$ cat config.mk
export PLATFORM = sky130hd
export DESIGN_NAME = trd_mgr
export DESIGN_NICKNAME = d
export VERILOG_FILES = /design/src/rtl/trd_pkg.sv /design/src/rtl/trd_rr_arb.sv /design/src/rtl/trd_mgr.sv
export SDC_FILE = /design/constraint.sdc
export NUM_CORES = 1
export LEC_CHECK = 0
export ABC_AREA = 1
export BUFFER_PORTS_ARGS = -buffer_cell sky130_fd_sc_hd__buf_2
export CAP_MARGIN = 5
export CORE_UTILIZATION = 52
export DETAILED_ROUTE_END_ITERATION = 8
export GPL_TIMING_DRIVEN = 0
export PLACE_DENSITY = 0.78
export SYNTH_ARGS = -nofsm -noshare
export SYNTH_HDL_FRONTEND = slang
export SYNTH_SLANG_ARGS = --single-unit
export TNS_END_PERCENT = 1
$ cat constraint.sdc
create_clock -name clk -period 2.61 [get_ports clk]
set_input_delay 0.3915 -clock clk [delete_from_list [all_inputs] [get_ports clk]]
set_output_delay 0.3915 -clock clk [all_outputs]
set_load 0.1 [all_outputs]
$ cat src/rtl/trd_pkg.sv
// Shared thread-control definitions for the 8-thread pipeline.
// Contents: thread count and field widths, the command encoding (trd_ctrl_e)
// shared by the execute and memory stages, the per-thread run state
// (trd_state_e), the default argument register, and the registered payloads
// of the start-PC redirect and the argument write.
package trd_pkg;

  localparam int unsigned NUM_TRD = 8;
  localparam int unsigned TRD_W   = 3;
  localparam int unsigned CTRL_W  = 3;
  localparam int unsigned PC_W    = 32;
  localparam int unsigned DATA_W  = 32;
  localparam int unsigned REG_W   = 5;

  localparam logic [REG_W-1:0] ARG_REG_DEF = 5'd1;

  typedef enum logic [CTRL_W-1:0] {
    TRD_CTRL_NONE  = 3'd0,
    TRD_CTRL_SPAWN = 3'd1,
    TRD_CTRL_KILL  = 3'd2,
    TRD_CTRL_EXIT  = 3'd3,
    TRD_CTRL_JOIN  = 3'd4
  } trd_ctrl_e;

  // WAIT is only ever entered when TRD_JOIN_EN is defined.
  typedef enum logic [1:0] {
    TRD_ST_IDLE = 2'd0,
    TRD_ST_RUN  = 2'd1,
    TRD_ST_WAIT = 2'd2
  } trd_state_e;

  typedef struct packed {
    logic [TRD_W-1:0] trd;
    logic [PC_W-1:0]  pc;
  } trd_start_t;

  typedef struct packed {
    logic [TRD_W-1:0]  trd;
    logic [DATA_W-1:0] data;
  } trd_arg_t;

endpackage

$ cat src/rtl/trd_rr_arb.sv
// Combinational round-robin pick for the fetch scheduler.
// Ports:
//   req_i   - one request bit per thread (thread is RUN)
//   last_i  - last granted thread ID
//   gnt_c_o - first requesting thread strictly after last_i, wrapping 7->0;
//             equals last_i when nothing requests
//   vld_c_o - some thread requests
module trd_rr_arb
  import trd_pkg::*;
(
  input  logic [NUM_TRD-1:0] req_i,
  input  logic [TRD_W-1:0]   last_i,
  output logic [TRD_W-1:0]   gnt_c_o,
  output logic               vld_c_o
);

  logic [TRD_W-1:0] idx;

  // Scan last+1 .. last+8; the final step wraps back onto last itself.
  always_comb begin
    gnt_c_o = last_i;
    vld_c_o = 1'b0;
    idx     = '0;
    for (int unsigned i = 1; i <= NUM_TRD; i++) begin
      idx = last_i + TRD_W'(i);
      if (!vld_c_o && req_i[idx]) begin
        gnt_c_o = idx;
        vld_c_o = 1'b1;
      end
    end
  end

endmodule

$ cat src/rtl/trd_mgr.sv
// Thread manager: per-thread run state, thread-control command handling
// (SPAWN/KILL/EXIT and optional JOIN), round-robin fetch selection, and the
// start-PC / argument-write side effects of a spawn.
// Build option: define TRD_JOIN_EN to add JOIN, the WAIT state and the
// per-thread wait targets; otherwise JOIN is reported as an illegal command.
// Ports:
//   clk, rst_n              - clock, asynchronous active-low reset
//   stall                   - freezes the scheduler pointer and its outputs
//   trd_mem, trd_ctrl_mem,
//   obj_trd_mem, new_pc_mem,
//   new_data_mem            - command from the memory stage
//   trd_sel_if, trd_vld_if  - thread to fetch and its valid
//   start_en/trd/pc         - start-PC load pulse for a spawned thread
//   arg_wr_en/trd/reg/data  - argument register write pulse
//   kill_en, kill_trd       - flush pulse for a killed/exited thread
//   cmd_err                 - illegal command pulse
//   halt                    - every thread IDLE
module trd_mgr
  import trd_pkg::*;
#(
  parameter int unsigned      NUM_TRD = 8,
  parameter logic [PC_W-1:0]  RST_PC  = 32'h0,
  parameter logic [REG_W-1:0] ARG_REG = 5'd1
) (
  input  logic              clk,
  input  logic              rst_n,
  input  logic              stall,
  input  logic [TRD_W-1:0]  trd_mem,
  input  logic [CTRL_W-1:0] trd_ctrl_mem,
  input  logic [TRD_W-1:0]  obj_trd_mem,
  input  logic [PC_W-1:0]   new_pc_mem,
  input  logic [DATA_W-1:0] new_data_mem,
  output logic [TRD_W-1:0]  trd_sel_if,
  output logic              trd_vld_if,
  output logic              start_en,
  output logic [TRD_W-1:0]  start_trd,
  output logic [PC_W-1:0]   start_pc,
  output logic              arg_wr_en,
  output logic [TRD_W-1:0]  arg_trd,
  output logic [REG_W-1:0]  arg_reg,
  output logic [DATA_W-1:0] arg_data,
  output logic              kill_en,
  output logic [TRD_W-1:0]  kill_trd,
  output logic              cmd_err,
  output logic              halt
);

  trd_state_e       st_q [NUM_TRD];
  trd_state_e       st_d [NUM_TRD];
`ifdef TRD_JOIN_EN
  logic [TRD_W-1:0] wait_tgt_q [NUM_TRD];
  logic [TRD_W-1:0] wait_tgt_d [NUM_TRD];
`endif

  logic             start_en_q, start_en_d;
  trd_start_t       start_q, start_d;
  logic             arg_en_q, arg_en_d;
  trd_arg_t         arg_q, arg_d;
  logic             kill_en_q, kill_en_d;
  logic [TRD_W-1:0] kill_trd_q, kill_trd_d;
  logic             err_q, err_d;
  logic             halt_q, halt_d;
  logic [TRD_W-1:0] sel_q, sel_d;
  logic             vld_q, vld_d;

  logic [NUM_TRD-1:0] req_c;
  logic [TRD_W-1:0]   gnt_c;
  logic               gnt_vld_c;

  // Command decode and thread state next-state.
  always_comb begin
    st_d       = st_q;
    start_en_d = 1'b0;
    arg_en_d   = 1'b0;
    kill_en_d  = 1'b0;
    err_d      = 1'b0;
    start_d    = start_q;
    arg_d      = arg_q;
    kill_trd_d = kill_trd_q;
`ifdef TRD_JOIN_EN
    wait_tgt_d = wait_tgt_q;
    // Release waiters whose target is already IDLE; a KILL below overrides.
    for (int unsigned i = 0; i < NUM_TRD; i++) begin
      if (st_q[i] == TRD_ST_WAIT && st_q[wait_tgt_q[i]] == TRD_ST_IDLE) begin
        st_d[i] = TRD_ST_RUN;
      end
    end
`endif

    case (trd_ctrl_mem)
      TRD_CTRL_NONE: ;
      TRD_CTRL_SPAWN: begin
        if (st_q[obj_trd_mem] == TRD_ST_IDLE) begin
          st_d[obj_trd_mem] = TRD_ST_RUN;
          start_en_d        = 1'b1;
          start_d.trd       = obj_trd_mem;
          start_d.pc        = new_pc_mem;
          arg_en_d          = 1'b1;
          arg_d.trd         = obj_trd_mem;
          arg_d.data        = new_data_mem;
        end else begin
          err_d = 1'b1;
        end
      end
      // Self-kill is an exit; killing an IDLE thread is a silent no-op.
      TRD_CTRL_KILL: begin
        if (obj_trd_mem == trd_mem || st_q[obj_trd_mem] != TRD_ST_IDLE) begin
          st_d[obj_trd_mem] = TRD_ST_IDLE;
          kill_en_d         = 1'b1;
          kill_trd_d        = obj_trd_mem;
        end
      end
      TRD_CTRL_EXIT: begin
        st_d[trd_mem] = TRD_ST_IDLE;
        kill_en_d     = 1'b1;
        kill_trd_d    = trd_mem;
      end
`ifdef TRD_JOIN_EN
      TRD_CTRL_JOIN: begin
        if (obj_trd_mem == trd_mem) begin
          err_d = 1'b1;
        end else if (st_q[obj_trd_mem] != TRD_ST_IDLE) begin
          st_d[trd_mem]       = TRD_ST_WAIT;
          wait_tgt_d[trd_mem] = obj_trd_mem;
        end
      end
`endif
      default: err_d = 1'b1;
    endcase
  end

  // Requests exclude threads leaving RUN this cycle and threads that only
  // enter RUN this cycle, so kills take effect at once and spawns next cycle.
  always_comb begin
    req_c  = '0;
    halt_d = 1'b1;
    for (int unsigned i = 0; i < NUM_TRD; i++) begin
      req_c[i] = (st_q[i] == TRD_ST_RUN) && (st_d[i] == TRD_ST_RUN);
      if (st_d[i] != TRD_ST_IDLE) begin
        halt_d = 1'b0;
      end
    end
  end

  trd_rr_arb u_arb (
    .req_i   (req_c),
    .last_i  (sel_q),
    .gnt_c_o (gnt_c),
    .vld_c_o (gnt_vld_c)
  );

  // Stall freezes only the scheduler; commands keep being processed.
  always_comb begin
    sel_d = stall ? sel_q : gnt_c;
    vld_d = stall ? vld_q : gnt_vld_c;
  end

  // State and output registers.
  always_ff @(posedge clk or negedge rst_n) begin
    if (!rst_n) begin
      for (int unsigned i = 0; i < NUM_TRD; i++) begin
        st_q[i] <= (i == 0) ? TRD_ST_RUN : TRD_ST_IDLE;
`ifdef TRD_JOIN_EN
        wait_tgt_q[i] <= '0;
`endif
      end
      start_en_q <= 1'b0;
      start_q    <= '{trd: '0, pc: RST_PC};
      arg_en_q   <= 1'b0;
      arg_q      <= '0;
      kill_en_q  <= 1'b0;
      kill_trd_q <= '0;
      err_q      <= 1'b0;
      halt_q     <= 1'b0;
      sel_q      <= '0;
      vld_q      <= 1'b1;
    end else begin
      st_q       <= st_d;
`ifdef TRD_JOIN_EN
      wait_tgt_q <= wait_tgt_d;
`endif
      start_en_q <= start_en_d;
      start_q    <= start_d;
      arg_en_q   <= arg_en_d;
      arg_q      <= arg_d;
      kill_en_q  <= kill_en_d;
      kill_trd_q <= kill_trd_d;
      err_q      <= err_d;
      halt_q     <= halt_d;
      sel_q      <= sel_d;
      vld_q      <= vld_d;
    end
  end

  assign trd_sel_if = sel_q;
  assign trd_vld_if = vld_q;
  assign start_en   = start_en_q;
  assign start_trd  = start_q.trd;
  assign start_pc   = start_q.pc;
  assign arg_wr_en  = arg_en_q;
  assign arg_trd    = arg_q.trd;
  assign arg_reg    = ARG_REG;
  assign arg_data   = arg_q.data;
  assign kill_en    = kill_en_q;
  assign kill_trd   = kill_trd_q;
  assign cmd_err    = err_q;
  assign halt       = halt_q;

endmodule

Word level (Yosys, flattened, before mapping). Cells that the tools add are included. Widths: inputs -> output; s select.

Register bits after elaboration: 94.

Multiplexer cells: 57. $add $sub $neg: 7. $lt $le $gt $ge: 12. Eq/ne operators: 21. Reductions and logical operators: 42. Bitwise gates (word level): 11.

Operators by type and width (number): $pmux 16 s3 (1); $and 16x16->16 (2); $eq 2x1->1 const B (16); $lt 3x4->1 const B (8); $mux 16 (2); $not 16->16 (2); $mux 1 (28); $bmux 1 s3 (8); $mux 3 (8); $reduce_bool 2->1 (10); $logic_and 1x1->1 (17); $add 3x3->3 const B (4); $demux 2 s3 (2); $and 8x8->8 (1); $ge 4x4->1 const B (2); $lt 4x1->1 const B (2); $mux 2 (4); $not 3->4 (2); $not 8->8 (1); $or 8x8->8 (1); $logic_not 1->1 (7); $reduce_bool 7->1 (1); $add 3x2->3 const B (2); $bmux 2 s3 (1); 14 further kinds (18).

Depth between registers and ports, before layout. Gate-level depths: netlist of the first run.

Depth after elaboration: 36. Mapped depth: 25.

Modules after synthesis. Synthesis of the first run repeated with hierarchy kept, for this count alone.

Cell total of the unflattened synthesis: 710. Area total of the unflattened synthesis: 5416.4 sq um.

By module, submodules not included: trd_mgr (area an instance 4576.9 sq um, instances 1, cells each 572); trd_rr_arb (area an instance 839.6 sq um, instances 1, cells each 138).

Least setup slack after synthesis of the first run. OpenSTA, ideal clock, no wires.

Kind: register -> register. From: register sel_q[1], in the netlist trd_sel_if[1]. To: register sel_q[2], in the netlist trd_sel_if[2]. Arrival time: 2.965 ns. Stages on the path, launching flop included: 15. Path buffers: 0. Setup slack: -0.476 ns. Data required time: 2.489 ns. Period minus slack after synthesis: 3.086 ns. Path through: dfrtp_1 -> clkinv_1 -> ha_1 -> inv_1 -> nand3_1 -> nand2_1 -> nand2_1 -> nand2_4 -> nand3_4 -> nor2_8 -> nand4_1 -> nand2_1 -> inv_2 -> nor2_1 -> a21oi_1.

Word-level cells in the longest chain between the ends: 26.

RTL lines: from (decl) (line trd_mgr.sv:63) `logic [TRD_W-1:0] sel_q, sel_d;`; from (signal assigned) (line trd_mgr.sv:190) `sel_q <= sel_d;`; $add 3x1->3 (line trd_rr_arb.sv:25) `idx = last_i + TRD_W'(i);`; $bmux 1 s3 (line trd_rr_arb.sv:26) `if (!vld_c_o && req_i[idx]) begin`; $mux 1 (not written as such) (line trd_rr_arb.sv:26); $mux 1 (line trd_rr_arb.sv:26); $logic_not 1->1 (line trd_rr_arb.sv:26); $logic_and 1x1->1 (line trd_rr_arb.sv:26); $mux 1 (line trd_rr_arb.sv:26); $logic_not 1->1 (line trd_rr_arb.sv:26); (+10 left out); $mux 1 (line trd_rr_arb.sv:26); $logic_not 1->1 (line trd_rr_arb.sv:26); $logic_and 1x1->1 (line trd_rr_arb.sv:26); $mux 1 (line trd_rr_arb.sv:26); $logic_not 1->1 (line trd_rr_arb.sv:26); $logic_and 1x1->1 (line trd_rr_arb.sv:26); $not 1->1 (no source line); $reduce_and 3->1 (no source line).

Parallel ways exist; a longest one is shown, timed or not. The select of a mux whose other input is x is not followed. A chain may end at the register's enable or synchronous reset.

==> out/qor.txt, run 1 <==
Mapped Cells -> 696
actual slew at the worst max-slew pin -> 0.511 ns
Ports -> 163
IO Port Bufs -> 155
vias in the first global route -> 5085
area growth from synthesis to layout -> 39.2%
core area -> 9420 µm²
grt ovf -> 0
Cell Count Post-Placement -> 984
Final Hold Fails -> 0
non-filler cells, final -> 1035
post-route ant nets -> 0
diodes inserted -> 0
gr usage total -> 29.2%
Slew Viols, Final -> 0
worst-skew pair later-pin latency -> 0.37 ns
CTS tree -> yes
routed wire length per instance -> 16.3 µm
fmax -> 353 MHz
flops & latches, synth -> 94
Die Span Y -> 101 µm
most common cell after layout, fill and taps aside -> nand2_1
final WL -> 16.8 mm
Max Buffers Root-to-Sink -> 2
Via-to-Cell Ratio -> 5.56
Residual DRC -> 0
Die X -> 101 µm
Slowest-stage cell, CP -> dfrtp_1
post-layout worst setup margin -> -0.220 ns
worst-path maximum fanout -> 6
period utilization -> 108%
Yosys warning count -> 0
Tmin final -> 2.83 ns
Initial DRC Count -> 486
reported max-cap violation count -> 0
die area -> 10300 µm²
library cells used by synthesis -> 41
Final nets -> 979
register area share after synthesis -> 45.8%
Cell Area, Synth -> 5150 µm²
hpwl dp -> 10.5 mm
initial antenna violation count -> 0
WS Path Type -> reg -> reg
Worst Setup End Kind -> flip-flop
H-tree Lvls -> 3
clock slew seen by the registers of the worst setup and hold paths -> 0.11 ns
status -> finished with violations
# setup viols final -> 4
DRT Pass-1 Iters -> 6
CP peak stage delay -> 0.44 ns
FILL cells -> 650
most frequent cells in the layout -> nand2_1 (277), buf_2 (156), dfrtp_1 (90), nand3_1 (44), buf_4 (40)
RSZ-0062 raised after global routing -> yes
largest net degree at the start of global routing -> 74
GPL Wtd Cong -> 0.917
Sink Count -> 94
Layout Skew -> 0.0117 ns
worst hold path class -> in -> reg
CP arrival -> 3.13 ns
crit-path cells -> inv_1 > nand2_1 > nand3b_1 > nand4_1 > nor2_4 > buf_12 > nand3_1 > nand3_2 > nand3_4 > nand3_4 > nand3_4 > nand2_2 > nand2_2 > nand2_4 > nand3_4 > nor2_8 > nand4_1 > nand2_1 > inv_2 > nand3_1 > nand2_1 > nand2_1
Critical Path RT -> 2.91 ns
ratio of cells with drive above 1 in the final layout -> 38.6%
Root Buffer -> clkbuf_8
Mean Syn Cell Area -> 7.39 µm²
CP startpoint kind -> flip-flop
Starting Density -> 54.7%
CTS Buf Count -> 9
num rows -> 35
failing checks -> negative setup slack
hold_ws -> 0.216 ns
Slew HR -> 65.9%
first-pass GRT wire length -> 23.4 mm
vias -> 5759
-- flip-flops by register name (all words and copies together) (netlist names) --
| signal | flops |
|---|---|
| arg_data | 32 |
| start_pc | 32 |
| st_q | 16 |
| arg_trd | 3 |
| kill_trd | 3 |
| trd_sel_if | 3 |
| arg_wr_en | 1 |
| cmd_err | 1 |
| halt | 1 |
| kill_en | 1 |
| trd_vld_if | 1 |
-- repair_timing --
action	4_1_cts	5_1_grt
endpoints found under the hold margin	21	0
hold buffers	1	0
resized for setup	7	114
pin swaps	6	34
buffers inserted	12	20
setup endpoints to repair	3	55
cloned	1	1
-- final timing paths --
kind                                  start       endpoint  slack (ns)  cells past startpoint
setup / recovery                    st_q[3]  trd_sel_if[0]       -0.22                     22
hold / removal             new_data_mem[31]   arg_data[31]        0.22                      3
setup reg to reg                    st_q[3]  trd_sel_if[0]       -0.22                     22
hold reg to reg                arg_data[21]   arg_data[21]        0.47                      2
max in group asynchronous             rst_n     trd_vld_if        1.47                      3
min in group asynchronous             rst_n       st_q[13]        0.45                      2
-- stage by stage --
| step | area [µm²] | setup WS, ns | utilization [%] | TNS [ns] |
|---|---|---|---|---|
| global placement | 6100 | -0.483 | 64.8 | -15.11 |
| detailed placement | 6130 | -0.506 | 65.1 | -17.92 |
| floorplan | 5160 | 0.0235 | - | 0 |
| CTS | 6480 | -0.101 | 68.9 | -0.309 |
| global route | 7160 | -0.353 | 76.1 | -2.05 |
| finish | 7160 | -0.220 | 76.1 | -0.752 |
-- area by class of cell --
cell class / instances / area (µm²) / area share, %
Sequential cell: 94 / 2360 / 32.9
Tap cell: 129 / 161 / 2.25
Buffer: 34 / 181 / 2.53
Timing Repair Buffer: 189 / 1090 / 15.3
Clock buffer: 10 / 128 / 1.78
Inverter: 54 / 218 / 3.04
Multi-Input combinational cell: 519 / 2960 / 41.4
Clock inverter: 6 / 57.6 / 0.803
-- cell families (layout without fill, tap and decap cells) --
| group | after synthesis | count (layout) | share of synthesized area (%) |
|---|---|---|---|
| AO/OA/AOI/OAI | 35 | 35 | 4.47 |
| flip-flops | 94 | 94 | 45.8 |
| AND/OR/NAND/NOR | 474 | 476 | 41.7 |
| other | 2 | 5 | 0.146 |
| adder cells (fa/ha/maj) | 2 | 2 | 0.486 |
| XOR/XNOR | 1 | 1 | 0.170 |
| buffers and inverters | 88 | 293 | 7.29 |
-- routing by layer --
metal | wire length, µm | vias up | global-route usage, %
li1 | - | 2638 | -
met1 | 6310 | 2665 | 36.0
met2 | 8220 | 356 | 50.1
met3 | 1360 | 100 | 5.66
met4 | 946 | 0 | 12.6
met5 | 0 | - | 0
-- worst max-delay path: cells and delay by family, from the launching register on --
| kind | cells | cell delay [ns] |
|---|---|---|
| simple gates | 19 | 1.99 |
| flops | 1 | 0.44 |
| buf+inv | 3 | 0.33 |
-- cells in the mapped netlist, drive strengths merged --
cell type    n  area [µm²]
nand2      301        1160
nand3      101         598
dfrtp       92        2300
inv         52         198
nor2        48         233
buf         18         110
clkbuf      16        60.1
a31oi        9        56.3
nand4        8        50.1
o21ai        7        35.0
nor3         6        30.0
a21oi        5        28.8
nand3b       5        41.3
o2111ai      5        43.8
o31ai        4        30.0
clkinv       2        7.51
conb         2        7.51
dfstp        2        52.6
ha           2        25.0
nor4         2        12.5
o22ai        2        12.5
or2          2        12.5
a2111oi      1        8.76
o211ai       1        7.51
o21bai       1        7.51
or4          1        7.51
xor2         1        8.76
Power of run 1 is not shown: default switching activity piles up to over one toggle a cycle in this logic, so the estimate is an artifact.
==> run 2: changes to the inputs <==
Settings changed: ABC_AREA 1 to default, CORE_UTILIZATION 52 to 50, PLACE_DENSITY 0.78 to 0.75.
==> run 2 against run 1 <==
  * The run still ends with negative setup slack left
  * First-iteration DRC count down 37%
  * Clock skew up 0.0069 ns
  * Setup slack worse by 0.99 ns
  * Non-clock buffer count down 16
  * Routed wire length down 12%
  * Synthesized cell count down 13%
  * Critical path type unchanged
==> out/qor.txt, run 2 <==
WHS Path Cells -> 3 (unchanged)
FF-to-FF Start -> st_q[7]
first-pass GRT wire length -> 24.7 mm (+5.7%)
WS Path Type -> reg -> reg
crit-path cells -> mux2_1 > mux4_2 > a2111oi_4 > o31ai_2 > buf_2 > a311o_1 > mux4_2 > mux2i_1 > nor4bb_2 > a21boi_1 > o32a_1
Die Span Y -> 104 µm (+2.6%)
CP startpoint kind -> flip-flop
Mapped Cells -> 603 (-13%)
non-filler cells, final -> 910 (-12%)
FFs w/ async S/R, synth -> 100% (unchanged)
most frequent cells in the layout -> nand2_1 (220), buf_2 (158), dfrtp_1 (91), a21oi_1 (31), nor2_1 (29)
Residual DRC -> 0 (unchanged)
most common cell in the netlist -> nand2_1
Critical Path RT -> 2.86 ns (-0.05 ns)
hold_ws -> 0.202 ns (-0.0137 ns)
Die X -> 104 µm (+2.6%)
core area -> 9950 µm² (+5.7%)
gr usage total -> 28.8% (-0.46 points)
Top Usage Layer GRT -> met2
top post-synthesis cells by area -> dfrtp_1 (44%), nand2_1 (16%), mux4_2 (4.3%), mux2i_1 (4.2%), a21oi_1 (3.0%)
CP arrival -> 4.07 ns (+0.94 ns)
Mean Syn Cell Area -> 8.65 µm² (+17%)
reg2reg end -> trd_sel_if[2]
Power Density -> 1290 nW/µm²
area growth from synthesis to layout -> 27.2%
CTS tree -> yes
IO Port Bufs -> 153 (-1.3%)
final WL -> 14.9 mm (-12%)
Via-to-Cell Ratio -> 5.57 (+0.15%)
R2R Setup Slk -> -1.21 ns (-0.99 ns)
Final Hold Fails -> 0 (unchanged)
maximum vdd ir drop -> 0.866 mV
worst-path maximum fanout -> 10 (+4)
period utilization -> 146% (+38 points)
vias -> 5071 (-12%)
die area -> 10800 µm² (+5.3%)
post-synth top area cell -> dfrtp_1
CTS Buf Count -> 9 (unchanged)
register area share after synthesis -> 45.2% (-0.59 points)
grt met2 use -> 47.0% (-3.1 points)
library cells used by synthesis -> 55 (+34%)
Final nets -> 850 (-13%)
final design utilization -> 66.6% (-9.5 points)
Cell Area, Synth -> 5210 µm² (+1.3%)
fmax -> 262 MHz (-26%)
CP peak stage delay -> 0.52 ns (+0.08 ns)
Ports -> 163 (unchanged)
Slowest-stage cell, CP -> mux4_2
Layout Skew -> 0.0186 ns (+0.00693 ns)
Slew HR -> 47.3% (-19 points)
top cell type's share of synthesized area -> 44.2% (-0.58 points)
routed wire length per instance -> 16.3 µm (+0.53%)
status -> finished with violations
DRT Pass-1 Iters -> 5 (-1)
GPL Wtd Cong -> 0.973 (+6.2%)
reported max-cap violation count -> 0 (unchanged)
vias in the first global route -> 5061 (-0.47%)
Slew Viols, Final -> 0 (unchanged)
RSZ-0062 raised after global routing -> yes
H-tree Lvls -> 3 (unchanged)
Max Buffers Root-to-Sink -> 2 (unchanged)
Initial DRC Count -> 306 (-37%)
Hold Path Sink -> arg_data[6]
CP dominant cell by count -> mux4_2
most frequent cells after synthesis -> nand2_1 (220), dfrtp_1 (92), clkbuf_1 (34)
Tot Pwr -> 8.54 mW
worst hold path class -> in -> reg
Yosys warning count -> 0 (unchanged)
# setup viols final -> 82 (+78)
Sink Count -> 94 (unchanged)
met3 Track Usage GR -> 8.71% (+3.1 points)
most common cell after layout, fill and taps aside -> nand2_1
clock slew seen by the registers of the worst setup and hold paths -> 0.10 ns (about the same)
grt ovf -> 0 (unchanged)
post-layout worst setup margin -> -1.21 ns (-0.988 ns)
ratio of cells with drive above 1 in the final layout -> 29.9% (-8.8 points)
DP Area -> 6240 µm² (+1.8%)
diodes inserted -> 0 (unchanged)
flops & latches, synth -> 94 (unchanged)
Tmin final -> 3.82 ns (+0.988 ns)
worst-skew pair later-pin latency -> 0.37 ns (about the same)
hpwl dp -> 11.1 mm (+5.6%)
Root Buffer -> clkbuf_8
initial antenna violation count -> 0 (unchanged)
Post-synth EDFFs -> 0 (unchanged)
num rows -> 36 (+2.9%)
worst reg2reg path depth -> 11 (-50%)
Leakage -> 3.36 nW
post-route ant nets -> 0 (unchanged)
Cell Count Post-Placement -> 893 (-9.2%)
Main synth FF type -> dfrtp_1
failing checks -> negative setup slack
Worst Setup End Kind -> flip-flop
Worst Hold Launch -> new_data_mem[6]
M1 GR Usage -> 35.7% (-0.38 points)
largest net degree at the start of global routing -> 68 (-8.1%)
Starting Density -> 52.4% (-2.3 points)
Finished Cell Area -> 6630 µm² (-7.4%)
actual slew at the worst max-slew pin -> 0.785 ns (+0.275 ns)
==> run 2: cell count changes after synthesis, sizes merged, moves of 8 or more <==
cell,delta
clkbuf,+18
o41a,+8
nand2,-81
a311oi,+16
nand3,-93
nor2,-19
a311o,+8
inv,-41
mux4,+10
a21oi,+26
nand2b,+10
mux2i,+22
==> run 2: area by class of cell <==
class | count | area (µm²)
fill | 837 | 3320
clock inverter | 5 | 86.3
timing repair buffer | 155 | 806
clock buffer | 11 | 151
buffer | 52 | 263
inverter | 11 | 41.3
sequential | 94 | 2360
tap | 133 | 166
multi-input combinational | 449 | 2760
==> run 2: logic make-up (layout without fill, tap and decap cells) <==
| group | count (synthesis) | in the layout | synth area share [%] |
|---|---|---|---|
| flip-flops | 94 | 94 | 45.2 |
| AO/OA/AOI/OAI | 102 | 102 | 14.5 |
| XOR/XNOR | 6 | 6 | 1.01 |
| adder cells (fa/ha/maj) | 2 | 2 | 0.480 |
| other | 2 | 5 | 0.144 |
| buffers and inverters | 63 | 234 | 5.50 |
| AND/OR/NAND/NOR | 298 | 298 | 23.8 |
| multiplexers | 36 | 36 | 9.41 |
==> run 2: worst max-delay path: cells and delay by family (launching register included) <==
family | cells | cell delay [ns]
AO/OA/AOI/OAI | 5 | 1.25
buffers and inverters | 1 | 0.22
flip-flops | 1 | 0.44
multiplexers | 4 | 1.64
AND/OR/NAND/NOR | 1 | 0.14
==> run 2: how the worst max path moves through the flow <==
stage | depth (start not counted) | end | from
3_3_place_gp | 13 | trd_vld_if | trd_ctrl_mem[2]
4_1_cts | 11 | trd_sel_if[2] | st_q[7]
6_report | 11 | trd_sel_if[2] | st_q[7]
3_5_place_dp | 13 | trd_vld_if | trd_ctrl_mem[1]
2_1_floorplan | 12 | trd_sel_if[2] | obj_trd_mem[2]
5_1_grt | 11 | trd_sel_if[2] | st_q[7]
==> run 2: power breakdown <==
part / internal, mW / switching [mW] / total (mW)
Clock: 0.601 / 0.534 / 1.13
Sequential: 1.79 / 0.213 / 2.00
Combinational: 1.40 / 4.00 / 5.40
==> run 2: layer usage <==
metal	part of all wire [%]	vias up
li1	-	2394
met1	40	2372
met2	48	262
met3	9.2	43
met4	3.0	0
met5	0	-
==> run 2: timing repair <==
| action | CTS | global route |
|---|---|---|
| gates resized for setup | 27 | 7 |
| hold buffers | 1 | 0 |
| buffers inserted | 0 | 0 |
| hold endpoints to repair | 26 | 0 |
| endpoints found under the setup margin | 82 | 92 |
==> run 2: through the flow <==
step / TNS (ns) / worst slack, ns
6_report: -53.05 / -1.21
5_1_grt: -72.55 / -1.32
4_1_cts: -49.76 / -1.13
3_5_place_dp: -97.31 / -1.56
3_3_place_gp: -91.69 / -1.51
2_1_floorplan: -27.63 / -0.908
No activity file was read; power rests on OpenSTA's default activity.
